### src/rtl/ysyx_22050710_mem_arbiter.sv
// Shares the single memory port between instruction fetch (IF) and load/store (LS), one transaction at a time.
// Define YSYX_22050710_ARB_RR_EN for round-robin arbitration; otherwise LS has fixed priority over IF.
module ysyx_22050710_mem_arbiter #(
  parameter int ADDR_WIDTH = 64,
  parameter int DATA_WIDTH = 64
) (
  input  logic                    i_clk,
  input  logic                    i_rst_n,
  input  logic                    i_if_valid,
  input  logic [ADDR_WIDTH-1:0]   i_if_addr,
  output logic                    o_if_ready,
  output logic                    o_if_rvalid,
  output logic [DATA_WIDTH-1:0]   o_if_rdata,
  input  logic                    i_ls_valid,
  input  logic                    i_ls_wen,
  input  logic [ADDR_WIDTH-1:0]   i_ls_addr,
  input  logic [DATA_WIDTH-1:0]   i_ls_wdata,
  input  logic [DATA_WIDTH/8-1:0] i_ls_wmask,
  output logic                    o_ls_ready,
  output logic                    o_ls_rvalid,
  output logic [DATA_WIDTH-1:0]   o_ls_rdata,
  output logic                    o_mem_valid,
  output logic                    o_mem_wen,
  output logic [ADDR_WIDTH-1:0]   o_mem_addr,
  output logic [DATA_WIDTH-1:0]   o_mem_wdata,
  output logic [DATA_WIDTH/8-1:0] o_mem_wmask,
  input  logic                    i_mem_ready,
  input  logic                    i_mem_rvalid,
  input  logic [DATA_WIDTH-1:0]   i_mem_rdata
);

  typedef enum logic [1:0] {IDLE, REQ, RESP} state_e;
  typedef enum logic {OWN_IF = 1'b0, OWN_LS = 1'b1} owner_e;

  state_e                  state_q;
  owner_e                  owner_q;
  owner_e                  last_owner_q;
  logic                    mem_valid_q;
  logic                    mem_wen_q;
  logic [ADDR_WIDTH-1:0]   mem_addr_q;
  logic [DATA_WIDTH-1:0]   mem_wdata_q;
  logic [DATA_WIDTH/8-1:0] mem_wmask_q;

  logic ls_pref;
  logic idle;
  logic grant_ls;
  logic grant_if;
  logic resp_fire;

`ifdef YSYX_22050710_ARB_RR_EN
  assign ls_pref = (last_owner_q == OWN_IF);
`else
  // Fixed priority: last_owner_q is still tracked but never steers the grant.
  logic unused_last_owner;
  assign unused_last_owner = last_owner_q;
  assign ls_pref = 1'b1;
`endif

  // Gating with i_rst_n keeps every output low while reset is asserted.
  assign idle      = i_rst_n && (state_q == IDLE);
  assign grant_ls  = idle && i_ls_valid && (!i_if_valid || ls_pref);
  assign grant_if  = idle && i_if_valid && !grant_ls;
  assign resp_fire = i_rst_n && (state_q == RESP) && i_mem_rvalid;

  assign o_if_ready  = grant_if;
  assign o_ls_ready  = grant_ls;
  assign o_if_rvalid = resp_fire && (owner_q == OWN_IF);
  assign o_ls_rvalid = resp_fire && (owner_q == OWN_LS);
  assign o_if_rdata  = o_if_rvalid ? i_mem_rdata : '0;
  assign o_ls_rdata  = (o_ls_rvalid && !mem_wen_q) ? i_mem_rdata : '0;

  assign o_mem_valid = mem_valid_q;
  assign o_mem_wen   = mem_wen_q;
  assign o_mem_addr  = mem_addr_q;
  assign o_mem_wdata = mem_wdata_q;
  assign o_mem_wmask = mem_wmask_q;

  always_ff @(posedge i_clk or negedge i_rst_n) begin
    if (!i_rst_n) begin
      state_q      <= IDLE;
      owner_q      <= OWN_IF;
      last_owner_q <= OWN_LS;
      mem_valid_q  <= 1'b0;
      mem_wen_q    <= 1'b0;
      mem_addr_q   <= '0;
      mem_wdata_q  <= '0;
      mem_wmask_q  <= '0;
    end else begin
      case (state_q)
        IDLE: begin
          if (grant_ls) begin
            state_q     <= REQ;
            owner_q     <= OWN_LS;
            mem_valid_q <= 1'b1;
            mem_wen_q   <= i_ls_wen;
            mem_addr_q  <= i_ls_addr;
            mem_wdata_q <= i_ls_wdata;
            mem_wmask_q <= i_ls_wmask;
          end else if (grant_if) begin
            state_q     <= REQ;
            owner_q     <= OWN_IF;
            mem_valid_q <= 1'b1;
            mem_wen_q   <= 1'b0;
            mem_addr_q  <= i_if_addr;
            mem_wdata_q <= '0;
            mem_wmask_q <= '0;
          end
        end
        REQ: begin
          // A response strobe arriving before the request is accepted is ignored.
          if (i_mem_ready) begin
            state_q     <= RESP;
            mem_valid_q <= 1'b0;
          end
        end
        RESP: begin
          if (i_mem_rvalid) begin
            state_q      <= IDLE;
            last_owner_q <= owner_q;
          end
        end
        default: begin
          state_q     <= IDLE;
          mem_valid_q <= 1'b0;
        end
      endcase
    end
  end

endmodule

### config.mk
export PLATFORM = sky130hd
export DESIGN_NAME = ysyx_22050710_mem_arbiter
export DESIGN_NICKNAME = d
export VERILOG_FILES = /design/src/rtl/ysyx_22050710_mem_arbiter.sv
export SDC_FILE = /design/constraint.sdc
export NUM_CORES = 1
export LEC_CHECK = 0
export BUFFER_PORTS_ARGS = -buffer_cell sky130_fd_sc_hd__buf_4
export CAP_MARGIN = 20
export CORE_AREA = 2 2 211 213
export DETAILED_ROUTE_END_ITERATION = 10
export DIE_AREA = 0 0 213 215
export SYNTH_ARGS = -nofsm -noshare
export SYNTH_HDL_FRONTEND = slang
export SYNTH_SLANG_ARGS = --single-unit
### constraint.sdc
create_clock -name i_clk -period 2.12 [get_ports i_clk]
set_input_delay 0.106 -clock i_clk [delete_from_list [all_inputs] [get_ports i_clk]]
set_output_delay 0.106 -clock i_clk [all_outputs]
set_load 0.005 [all_outputs]
==> summary by stage, run 1 <==
Status
The flow ran to the end, and the final reports show no timing, DRC or antenna violations.

Setup path
The critical-path maximum fanout is 23. STA classifies the critical path startpoint as a flop. The endpoint class of the critical path is a primary output.

Data on the critical path arrives at its endpoint at 1.95 ns. STA puts the critical path data required time at 2.01 ns. The critical path class is reg -> out.

Synth
The synthesized design contains 0 enable-type register cells. By area the synthesized netlist is led by sky130_fd_sc_hd__dfrtp_1, sky130_fd_sc_hd__and2_1, sky130_fd_sc_hd__a22o_1. By count the netlist is led by sky130_fd_sc_hd__dfrtp_1, sky130_fd_sc_hd__and2_1, sky130_fd_sc_hd__a22o_1. The gate count after technology mapping is 620. The biggest area consumer among synthesized cells is sky130_fd_sc_hd__dfrtp_1. Counting flops with an async set or reset pin after synthesis yields a share of 1.00. The synthesized area per cell is 10.8 µm².

Synthesis produced a netlist with a net count of 891. The number of unique standard cell types used by synthesis is 25. In the post-synthesis netlist, the cell with the most instances is sky130_fd_sc_hd__dfrtp_1. After synthesis the netlist holds a flip-flop and latch count of 141. After synthesis the cells add up to 6720 µm². The most used flip-flop cell after synthesis is sky130_fd_sc_hd__dfrtp_1. The share of Yosys cell area claimed by the top area cell type is 0.525.

The sequential-to-total area share from yosys stat is 0.525. The synthesis warning total is 0.

Power and ir drop
The worst vdd rail ir drop is 0.523 mV. The share of power burned in registers is 0.353. Of the total power, the clock network draws 0.221. Overall power consumption after layout is estimated at 14.3 mW. The leakage power figure is 7.03 nW. The internal power is 9.32 mW. Of the total power, the share spent switching nets is 0.350. The total power per unit cell area is 998 nW/µm². Summed over all nets, the switching power comes to 5.02 mW. The fraction of power consumed by combinational cells is 0.425.

Clock network
The root buffer selected by CTS is sky130_fd_sc_hd__clkbuf_16. The clock buffer count from CTS is 17. Clock latency on the worst-skew pair, taken at its later pin, is 0.44 ns. Clock-pin slew was measured on the worst setup and hold paths at 0.07 ns. The clock passes through at most 2 buffers. TritonCTS built the clock tree. Clock tree synthesis found a total of 141 sinks. The clock tree synthesis step divided the H-tree into 4 levels.

Drt
The number of DRC violations after detailed routing is 0. The count of TritonRoute iterations in the first routing pass is 7. The via count is 8580.

After detailed routing, the number of vias per cell comes to 4.36. The count of nets left with antenna violations once routing finished came out at 0. The DRC marker count from the first detailed-route iteration is 447. The routed wire length is 39100 µm.

The post-detailed-route wirelength per cell is 19.9 µm.

GRT
The aggregate global-route resource usage is 0.160. For this run the aggregate overflow at the end of global routing stands at 0. The largest net degree at the start of global routing is 74. The first global-routing pass estimated 54300 µm of wire. The via count of the first global-routing pass is 8847.

The number of antenna violations at the first check in global routing is 6.

Min path
The tightest min-delay check is of the in -> async type.

Timing
The count of final max-slew check failures is 0. The routed design could run at a clock period as short as 2.06 ns. The headroom to the max-slew limit is 0.506.

Setup violations remaining at the end of the flow were counted as 0. Setup repair after global routing could not meet its margin everywhere. The hold violation total from the final report was 0.

The transition time at the pin with the least slew margin is 0.740 ns. The share of the clock period used by the worst path after layout is 0.970. The maximum clock frequency is 0.486 GHz. For the final routed database, the setup TNS stands at 0 ns. For the final database, setup skew stands at 0.00807 ns.

Cells and area
The count of placed standard cells in the final layout, fillers left out is 1967. The layout overhead on the synthesized area is 114%. Counting the fill cells in the layout gives 4381.

The fraction of layout cells with a size suffix above 1 is 0.452. The net count of the finished layout is 1630.

Run
Across the run, the number of max-cap violations was 0.

Place
The total instance count after detailed placement is 1708. The number of port buffers is 540. The detailed placer's ending HPWL is 26800 µm. The routability congestion estimate is 0.825.

Floorplan
The core area is 43600 µm². The I/O pin count is 541. The die span in y is 215 µm. The initialized floorplan defines 77 standard-cell rows.

The die covers 45800 µm². From left edge to right edge, the die measures 213 µm. For this configuration, the core starts out at a cell density of 0.154.
==> power by group through the flow <==
| stage | Clock (mW) | Sequential [mW] | Combinational [mW] |
|---|---|---|---|
| after floorplan | 0 | 5.00 | 2.02 |
| after global placement | 0 | 5.01 | 5.54 |
| after detailed placement | 0 | 5.02 | 5.63 |
| after CTS | 3.31 | 5.04 | 5.97 |
| after global routing | 3.39 | 5.23 | 6.55 |
| final | 3.18 | 5.07 | 6.10 |
==> through the flow <==
stage,utilization,cell area [µm²],setup slack (ns),hold WS [ns]
global placement,0.263,11500,0.254,-0.0339
finish,0.329,14400,0.0633,0.0727
global route,0.329,14400,-0.0210,0.0396
detailed placement,0.263,11500,0.224,-0.0321
CTS,0.325,14200,-0.00231,0.0426
floorplan,-,6720,0.628,-0.190
==> kinds of logic (layout without fill, tap and decap cells) <==
family / Yosys count / in the layout / synth area share
buffers and inverters: 64 / 816 / 0.0477
other: 0 / 3 / 0
AO/OA/AOI/OAI: 205 / 205 / 0.253
AND/OR/NAND/NOR: 210 / 210 / 0.174
flip-flops: 141 / 141 / 0.525
==> repair_timing <==
| action | in CTS | in global routing |
|---|---|---|
| pin swaps | 2 | 2 |
| buffers inserted | 2 | 11 |
| hold endpoints to repair | 244 | 0 |
| cloned | 0 | 3 |
| setup endpoints to repair | 130 | 66 |
| hold buffers | 208 | 0 |
| gates resized for setup | 3 | 8 |
==> path summary, 6_finish.rpt <==
path	startpoint	end	slack, ns	depth (start not counted)
setup / recovery	state_q[1]	o_if_ready	0.06	5
hold / removal	i_rst_n	state_q[0]	0.07	2
setup reg to reg	state_q[0]	o_mem_addr[5]	0.15	6
hold reg to reg	o_mem_wdata[29]	o_mem_wdata[29]	0.50	1
max in group asynchronous	i_rst_n	o_mem_wdata[17]	0.92	4
min in group i_clk	i_ls_valid	o_mem_addr[63]	0.20	4
==> layer usage <==
| layer | GRT usage | wire [µm] | part of all wire |
|---|---|---|---|
| met1 | 0.168 | 14300 | 0.37 |
| met2 | 0.297 | 20500 | 0.52 |
| met3 | 0.0324 | 2600 | 0.066 |
| met4 | 0.0848 | 1650 | 0.042 |
| met5 | 0 | 27 | 0.00069 |
==> placed cells by master (no fill, tap or decap), types with 6 or more instances in the layout <==
cell type,Yosys,final
sky130_fd_sc_hd__dfrtp_1,141,140
sky130_fd_sc_hd__a32oi_1,64,64
sky130_fd_sc_hd__buf_4,0,560
sky130_fd_sc_hd__buf_12,0,10
sky130_fd_sc_hd__dlygate4sd3_1,0,208
sky130_fd_sc_hd__a22oi_1,64,64
sky130_fd_sc_hd__and2_1,129,125
sky130_fd_sc_hd__inv_6,0,6
sky130_fd_sc_hd__clkbuf_16,0,19
sky130_fd_sc_hd__nand2_1,68,68
sky130_fd_sc_hd__a22o_1,73,73
==> worst max-delay path, cell delays in order (launching register included) <==
cell and delay, ns:
sky130_fd_sc_hd__dfrtp_2 0.43, sky130_fd_sc_hd__buf_12 0.14, sky130_fd_sc_hd__nor4bb_4 0.38, sky130_fd_sc_hd__clkbuf_16 0.28, sky130_fd_sc_hd__and2_1 0.14, sky130_fd_sc_hd__buf_4 0.11
==> sequential cells by signal, summed over array words and instances (netlist names) <==
register     count
o_mem_valid      1
o_mem_wdata     64
o_mem_wmask      8
owner_q          1
o_mem_addr      64
state_q          2
o_mem_wen        1
==> final cells by class <==
type,count,area (µm²),share of cell area
repair buffers,782,6560,0.456
clock inverters,15,176,0.0123
well taps,592,741,0.0515
multi-input cells,415,2920,0.203
flip-flops and latches,141,3530,0.246
inverters,2,7.51,0.000522
clock buffers,17,425,0.0296
diodes,3,7.51,0.000522
(Power assumes the default switching activity.)
==> run 2: changes to the inputs <==
Settings changed: CORE_AREA 2 2 211 213 to 2 2 212 214, DIE_AREA 0 0 213 215 to 0 0 214 216.
==> summary by stage, run 2 (synthesized netlist as in run 1, its figures left out) <==
Run
The number of max-capacitance violations reported is 0 (unchanged).

Cells and area
The fraction of layout cells with a size suffix above 1 was 0.449 (-0.00256). From synthesis to final layout, the design area changed by 113%. The antenna diode instance count was 0 (-3). Leaving out fill and tap cells, the most frequent cells in the layout are sky130_fd_sc_hd__buf_4, sky130_fd_sc_hd__dlygate4sd3_1, sky130_fd_sc_hd__dfrtp_1, sky130_fd_sc_hd__and2_1, sky130_fd_sc_hd__a22o_1. The most common cell after layout, fill and taps aside is sky130_fd_sc_hd__buf_4.

The final net count is 1620 (-0.61%).

Setup path
The critical path class is reg -> out. The worst setup path is launched from a flop. The data required time at the worst endpoint is 2.01 ns (about the same).

The flop-to-flop setup slack is 0.21 ns (+0.06 ns). In this run the critical register-to-register path is captured at o_mem_addr[48]. The length in cells of the worst reg-to-reg path is 5 (-1).

The start of the worst register-to-register path is state_q[1]. STA classifies the critical path endpoint as a primary output. The worst path arrival time is 1.96 ns (about the same). The critical-path maximum fanout is 16 (-30%).

Clock network
The deepest level of the CTS H-tree is 4 (unchanged). The maximum clock insertion buffer count came to 2 (unchanged). The root buffer selected by CTS is sky130_fd_sc_hd__clkbuf_16.

The clock transition time at the flip-flop clock pins of the worst setup and hold paths is 0.07 ns (about the same). The total number of clock tree sinks is 141 (unchanged). The clock buffer count from CTS was 17 (unchanged). The worst-skew pair later-pin latency came to 0.46 ns (+0.02 ns). TritonCTS built the clock tree.

Drt
The via-per-instance ratio came to 4.30 (-1.5%). The count of TritonRoute iterations in the first routing pass is 5 (-2). The routed wire length came to 38100 µm (-2.6%). The number of antenna-violating nets in the routed design was 0 (unchanged).

The DRC marker count from the first detailed-route iteration is 496 (+11%). The via count is 8397 (-2.1%). The post-detailed-route wirelength per cell came to 19.5 µm (-2.0%).

The number of DRC violations after detailed routing is 0 (unchanged).

Power and ir drop
The leakage power figure is 7.01 nW (-0.39%). The total power per unit cell area is 993 nW/µm² (-0.56%). The worst vdd rail ir drop was 0.567 mV (+8.4%).

Floorplan
The die span in y is 216 µm (+0.47%). The die width is 214 µm (+0.47%). The I/O pin count was 541 (unchanged).

The core area came to 43800 µm² (+0.44%). The effective utilization at floorplan is 0.153 (-0.000676). The total die area is 46200 µm² (+0.94%). The site row count is 77 (unchanged).

Timing
The number of setup violations in the final report is 0 (unchanged). The hold slack was 0.169 ns (+0.0960 ns). The count of final max-slew check failures is 0 (unchanged). The shortest clock period the worst path allows after layout is 2.06 ns (+0.00580 ns). The maximum clock frequency is 0.485 GHz (-0.28%). The transition time at the pin with the least slew margin was 0.804 ns (+0.0635 ns). The headroom to the max-slew limit is 0.464 (-0.0416). The hold violation total from the final report was 0 (unchanged). The worst-case clock skew came to 0.00997 ns (+0.00190 ns). The final worst slack is 0.0575 ns (-0.00580 ns). The share of the clock period used by the worst path after layout was 0.973 (+0.00274). Setup repair after global routing could not meet its margin everywhere.

Place
The worst setup slack after placement is 0.382 ns (+0.159 ns). The routability congestion estimate is 1.05 (+28%). The detailed placer's ending HPWL is 25700 µm (-4.0%). The number of port buffers is 540 (unchanged).

GRT
The via count of the first global-routing pass is 8498 (-3.9%). The number of antenna violations at the first check in global routing is 3 (-3). The global-route wire length before repair is 54900 µm (+1.1%). The sum of overflow across all layers after global routing is 0 (unchanged). The largest net degree at the start of global routing is 88 (+19%). The aggregate global-route resource usage is 0.158 (-0.00249).

Min path
The tightest min-delay check is of the in -> reg type. The worst hold path was traced through 4 stages. For hold timing, the worst endpoint is state_q[0]. The startpoint identified for the worst hold timing path is i_if_valid.

Status
The run finished with clean final reports.
run 2: changes by cell type in the layout (fill, tap and decap cells not counted), moves of 2 or more:
cell	previous run	this run
sky130_fd_sc_hd__buf_12	10	8
sky130_fd_sc_hd__buf_4	560	554
sky130_fd_sc_hd__buf_6	2	0
sky130_fd_sc_hd__buf_16	0	2
sky130_fd_sc_hd__dlygate4sd3_1	208	205
sky130_fd_sc_hd__diode_2	3	0
run 2: layout make-up:
type                    count  area, µm²
clock buffers              17        425
clock inverters            15        176
fillers                  4424      29500
inverters                   2       7.51
multi-input cells         415       2920
flip-flops and latches    141       3530
well taps                 592        741
repair buffers            772       6500
run 2: routing by layer:
metal	track usage	routed length (µm)	share of wire	up-vias
li1	-	-	-	3764
met1	0.172	14000	0.37	4078
met2	0.275	19400	0.51	476
met3	0.0447	2690	0.071	79
met4	0.0897	1920	0.050	0
met5	0	0	0	-
run 2: through the flow:
stage | instances | util | area (µm²) | TNS, ns | power [mW]
2_1_floorplan | 620 | - | 6720 | 0 | 7.02
3_3_place_gp | 1703 | 0.261 | 11400 | 0 | 10.5
4_1_cts | 1943 | 0.323 | 14100 | 0 | 14.2
5_1_grt | 1954 | 0.326 | 14300 | -1.07 | 15.0
6_report | 1954 | 0.326 | 14300 | 0 | 14.2
3_5_place_dp | 1703 | 0.261 | 11400 | 0 | 10.6
run 2: worst max-delay path by stage:
stage	start	to	slack (ns)	cells after the start
finish	state_q[0]	o_ls_rdata[49]	0.06	7
global route	state_q[0]	o_ls_rdata[53]	-0.03	7
CTS	state_q[0]	o_ls_ready	0.007	4
detailed placement	state_q[1]	o_ls_rdata[6]	0.38	5
global placement	state_q[0]	o_mem_addr[6]	0.42	5
floorplan	state_q[0]	o_mem_addr[0]	0.63	5
run 2: worst max-delay path, stage by stage, from the launching register on:
cell and delay, ns:
sky130_fd_sc_hd__dfrtp_1 0.37, sky130_fd_sc_hd__nand4b_1 0.16, sky130_fd_sc_hd__buf_4 0.17, sky130_fd_sc_hd__nor3_4 0.18, sky130_fd_sc_hd__buf_4 0.17, sky130_fd_sc_hd__clkbuf_16 0.18, sky130_fd_sc_hd__and2_1 0.15, sky130_fd_sc_hd__buf_4 0.11
run 2: repair_timing:
| action | CTS | global route |
|---|---|---|
| endpoints found under the setup margin | 130 | 42 |
| gates resized for setup | 1 | 7 |
| hold buffers | 205 | 0 |
| hold endpoints to repair | 162 | 0 |
| cloned | 1 | 2 |
| pin swaps | 2 | 2 |
| buffers inserted | 2 | 8 |
run 2: report_power, final:
| part | internal (mW) | switching, mW |
|---|---|---|
| Sequential | 4.03 | 1.01 |
| Clock | 1.77 | 1.39 |
| Combinational | 3.48 | 2.52 |
